<file path="src/rtl/sipo_pkg.sv">
// Shared constants for the serial-in / parallel-out collector.
package sipo_pkg;

  // Default number of serial bits per parallel word.
  localparam int WIDTH_DEFAULT = 8;

  // Single-bit state encoding: collecting bits vs. word waiting for consumer.
  localparam logic ST_FILL = 1'b0;
  localparam logic ST_HOLD = 1'b1;

endpackage

</file>
<file path="src/rtl/sipo_collector_dffe_r.sv">
// Single-bit D flip-flop with clock enable and synchronous active-high reset.
module dffe_r (
  input  logic clk,
  input  logic rst,
  input  logic en,
  input  logic d,
  output logic q
);

  // Reset wins over enable; otherwise load d when enabled.
  always_ff @(posedge clk) begin
    if (rst) begin
      q <= 1'b0;
    end else if (en) begin
      q <= d;
    end
  end

endmodule

</file>
<file path="src/rtl/sipo_collector.sv">
// Serial-in, parallel-out word collector with a one-word holding register,
// consumer handshake and sticky overflow flag.
// Build option: MSB_FIRST_EN -- when defined the first received bit lands in
// pout[WIDTH-1] (shift left); otherwise it lands in pout[0] (shift right).
module sipo_collector
  import sipo_pkg::*;
#(
  parameter int WIDTH = WIDTH_DEFAULT
) (
  input  logic             clk,
  input  logic             rst,
  input  logic             sin,
  input  logic             sin_en,
  output logic [WIDTH-1:0] pout,
  output logic             pout_valid,
  input  logic             pout_ready,
  output logic             overflow
);

  localparam int CW = (WIDTH > 1) ? $clog2(WIDTH) : 1;
  localparam logic [CW-1:0] CNT_LAST = CW'(WIDTH - 1);
  localparam logic [CW-1:0] CNT_ONE  = CW'(1);

  logic             state;
  logic             state_d;
  logic [CW-1:0]    cnt;
  logic [CW-1:0]    cnt_d;
  logic             cnt_en;
  logic [WIDTH-1:0] sr;
  logic [WIDTH-1:0] shifted;
  logic             sr_en;
  logic             pout_en;
  logic             valid_d;
  logic             ovf_en;

  // Insert one serial bit into the shift register in the selected bit order.
  function automatic logic [WIDTH-1:0] shift_in(input logic [WIDTH-1:0] v,
                                                input logic b);
`ifdef MSB_FIRST_EN
    return {v[WIDTH-2:0], b};
`else
    return {b, v[WIDTH-1:1]};
`endif
  endfunction

  // State register: FILL/HOLD bit plus the registered valid flag.
  dffe_r u_state (.clk(clk), .rst(rst), .en(1'b1), .d(state_d), .q(state));
  dffe_r u_valid (.clk(clk), .rst(rst), .en(1'b1), .d(valid_d), .q(pout_valid));

  // Next-state: a completed word moves to HOLD, a consumer handshake returns to FILL.
  always_comb begin
    state_d = state;
    if (state == ST_FILL) begin
      if (sin_en && (cnt == CNT_LAST)) begin
        state_d = ST_HOLD;
      end
    end else begin
      if (pout_ready) begin
        state_d = ST_FILL;
      end
    end
    valid_d = (state_d == ST_HOLD);
  end

  // Datapath controls: shift, count, word capture and overflow detection.
  always_comb begin
    shifted = shift_in(sr, sin);
    sr_en   = 1'b0;
    cnt_en  = 1'b0;
    cnt_d   = cnt;
    pout_en = 1'b0;
    ovf_en  = 1'b0;
    if (state == ST_FILL) begin
      if (sin_en) begin
        sr_en  = 1'b1;
        cnt_en = 1'b1;
        if (cnt == CNT_LAST) begin
          cnt_d   = '0;
          pout_en = 1'b1;
        end else begin
          cnt_d = cnt + CNT_ONE;
        end
      end
    end else begin
      if (sin_en) begin
        if (pout_ready) begin
          // Word is released this edge, so the bit starts the next word.
          sr_en  = 1'b1;
          cnt_en = 1'b1;
          cnt_d  = CNT_ONE;
        end else begin
          // No room: the bit is lost and everything else holds.
          ovf_en = 1'b1;
        end
      end
    end
  end

  // Sticky overflow: only reset clears it.
  dffe_r u_ovf (.clk(clk), .rst(rst), .en(ovf_en), .d(1'b1), .q(overflow));

  // Per-bit storage for the shift register, output word and bit counter.
  for (genvar i = 0; i < WIDTH; i++) begin : g_data
    dffe_r u_sr   (.clk(clk), .rst(rst), .en(sr_en),   .d(shifted[i]), .q(sr[i]));
    dffe_r u_pout (.clk(clk), .rst(rst), .en(pout_en), .d(shifted[i]), .q(pout[i]));
  end

  for (genvar i = 0; i < CW; i++) begin : g_cnt
    dffe_r u_cnt (.clk(clk), .rst(rst), .en(cnt_en), .d(cnt_d[i]), .q(cnt[i]));
  end

endmodule

</file>
<file path="config.mk">
export PLATFORM = sky130hd
export DESIGN_NAME = sipo_collector
export DESIGN_NICKNAME = d
export VERILOG_FILES = /design/src/rtl/sipo_pkg.sv /design/src/rtl/sipo_collector_dffe_r.sv /design/src/rtl/sipo_collector.sv
export SDC_FILE = /design/constraint.sdc
export NUM_CORES = 1
export LEC_CHECK = 0
export ABC_AREA = 0
export CAP_MARGIN = 20
export CORE_MARGIN = 10
export CORE_UTILIZATION = 53
export CTS_CLUSTER_SIZE = 8
export DETAILED_ROUTE_END_ITERATION = 7
export PLACE_DENSITY_LB_ADDON = 0.08
export SYNTH_ARGS = -nofsm -noshare
export SYNTH_HDL_FRONTEND = slang
export SYNTH_SLANG_ARGS = --single-unit
</file>
<file path="constraint.sdc">
create_clock -name clk -period 2.81 [get_ports clk]
set_input_delay 0.562 -clock clk [delete_from_list [all_inputs] [get_ports clk]]
set_output_delay 0.562 -clock clk [all_outputs]
set_load 0.05 [all_outputs]
</file>
==> run metrics <==
antenna violations before repair=0; post-DR wirelength/cell=12.9 um; hold buffers post-CTS=0; type of the worst setup path=reg2out; Initial Util=about 56%; Compound-Gate Fraction of Synth Area=between 10% and 20%; Iter 0 DRT Violations=15; DP HPWL=1070 um; crit path launch type=flop; fin crit period=about 2.2 ns; CP max stage delay=0.85 ns; adder-cell share of the synthesized area=under 10%; worst r2r dst=g_data[3].u_pout.q$_SDFFE_PP0P_; clk_lat worst skew=0.29 ns; CTS Buf Count=3; Synth Area in Simple Gates=around 19%; Post-Syn Area=838 um2; pin count of the biggest net entering global routing=21; FF-to-FF path depth=5; Synth async-reset ratio=0%; antenna cell count=0; Die Y=~60 um; Worst Path Required=roughly 2.3 ns; most common library cells after synthesis=a21oi_1 (20), dfxtp_1 (20), nand2_1 (18), buf_4 (10), o21ai_1 (9); power per cell area=509 nW/um2; mux contribution to synthesized area=0%; FF+latch count, synth=20; ys flop type=dfxtp_1; fin worst setup slack=0.627 ns; endpoints failing hold=0; CP top delay family=buffers and inverters; total routed wirelength=1540 um; dpl ws=roughly 0.74 ns; Synth Warn #=0; CP Data Arrival Time=between 1.5 and 2 ns; Buf+Inv Stages, Crit Path=1; Max Freq=approximately 460 MHz; Layout area overhead=11.8%; CTS resizes=0; hold_sp=g_data[1].u_pout.q$_SDFFE_PP0P_; # DRC=0; LEAKAGE=roughly 0.32 nW; # port buffers=14; Slew @ Worst Pin=0.690 ns; status=complete, no violations; Hold WS=0.459 ns; Root Driver=clkbuf_4; gr usage total=slightly above 9%; H-tree depth=1; vias in the first global route=approximately 640; # Post-CTS Setup Buffers=0; post-synth top area cell=dfxtp_1; Post-Layout Inst Area=roughly 940 um2; R2R Setup Slk=1.45 ns; final core occ=62.2%; Worst Hold Path EP=g_data[1].u_pout.q$_SDFFE_PP0P_; Syn Nets=around 110; Row Count=14; Critical Path End Type=output port; final-stage net count=112; Post-synth EDFFs=0; setup TNS=0 ns; syn avg cell area=around 8.4 um2; layout cells sized above 1=under 10%; TritonCTS Sinks=20; Worst IR Drop VDD=0.251 mV; leading post-synthesis cells by cell area=dfxtp_1 (48%), a21oi_1 (12%), buf_4 (9.0%); remaining global-route overflow=0; routed vias=roughly 640; Post-Syn Instances=100; CTS tree=yes; sequential area share after synthesis=a little under half; Vias/cell=5.37; worst r2r src=g_cnt[0].u_cnt.q$_SDFFE_PP0P_; Placed Area=901 um2; die area=approximately 3600 um2; post-synth top area share=between 40% and 50%; Synth cell types=19; core footprint=1510 um2; final period utilization=between 70% and 80%; post-synthesis xor/xnor area fraction=0%; Clock Pin Slew Worst Setup and Hold Paths=around 0.11 ns; global-route wire length before repair=2680 um; max_slew headroom=between 50% and 60%; crit path cell chain=clkdlybuf4s50_1; Ports=15; hold crit path type=reg2reg; slowest CP cell=clkdlybuf4s50_1; Die Wd=around 60 um; clk_skew=around 0.0023 ns; Routed Antenna Nets=0; max cap viols=0; unrepaired setup endpoints after global routing=no; DR pass1 iterations=4; worst-path maximum fanout=9; GP Congestion=between 0.7 and 0.8; max-slew violation count=0; Hold Path Depth=2; CTS Buffer Depth=2; setup violators final=0; largest family of logic cells by synthesized area=compound AO/OA/AOI/OAI gates
[cell type report]
class | instances | area [um2]
tap | 16 | 20.0
multi-input combinational | 65 | 337
fill | 139 | 569
inverter | 1 | 3.75
timing repair buffer | 14 | 140
sequential | 20 | 400
clock buffer | 4 | 36.3
[worst register-to-register path, stage by stage, from the launching register on]
cell	delay (ns)
dfxtp_1	0.38
ha_1	0.16
ha_1	0.20
and3b_1	0.34
nand2_1	0.10
a21oi_1	0.12
[cells by family after synthesis]
| logic type | after synthesis |
|---|---|
| compound gates | 31 |
| fa+ha+maj | 2 |
| buf+inv | 15 |
| flops | 20 |
| simple gates | 32 |
[report_power, final]
part	internal, W	leakage, nW	total (W)	switching, W
clock network	0.0000789	0.0210	0.000164	0.0000853
logic	0.00000993	0.140	0.0000233	0.0000134
registers	0.000287	0.162	0.000290	0.00000258
[metal layers]
layer	global-route usage, %	share of wire, %
met1	11.4	48
met2	14.0	45
met3	2.97	6.3
met4	4.17	0.65
met5	0	0
[sequential cells by signal (all words and copies together), names as in the netlist]
name	flops
g_data.u_pout.q	8
g_data.u_sr.q	7
u_valid.q	1
u_ovf.q	1
g_cnt.u_cnt.q	3
[worst max-delay path by stage]
stage / start / endpoint / slack, ns / depth (start not counted)
floorplan: u_valid.q$_SDFF_PP0_ / g_data[0].u_pout.q$_SDFFE_PP0P_ / 1.49 / 4
detailed placement: sin_en / g_cnt[0].u_cnt.q$_SDFFE_PP0P_ / 0.74 / 4
CTS: u_valid.q$_SDFF_PP0_ / pout_valid / 0.62 / 1
finish: u_valid.q$_SDFF_PP0_ / pout_valid / 0.63 / 1
global route: u_valid.q$_SDFF_PP0_ / pout_valid / 0.56 / 1
global placement: sin_en / g_data[3].u_pout.q$_SDFFE_PP0P_ / 0.82 / 4
[cell usage in the layout (no fill, tap or decap), drive strengths merged]
| master | count |
|---|---|
| a21oi | 20 |
| nor4b | 1 |
| nand2b | 1 |
| clkbuf | 4 |
| clkdlybuf4s50 | 14 |
| nand3 | 7 |
| ha | 2 |
| a31oi | 1 |
| nor2 | 1 |
| dfxtp | 20 |
| inv | 1 |
| o21ai | 10 |
| nand2 | 18 |
| nand3b | 1 |
| and2b | 1 |
| nor2b | 1 |
| and3b | 1 |
[stage by stage]
stage,power (W),std cells
2_1_floorplan,0.000311,100
3_3_place_gp,0.000319,116
3_5_place_dp,0.000320,116
4_1_cts,0.000479,120
5_1_grt,0.000496,120
6_report,0.000477,120
Power figures use the tool's default switching activity.
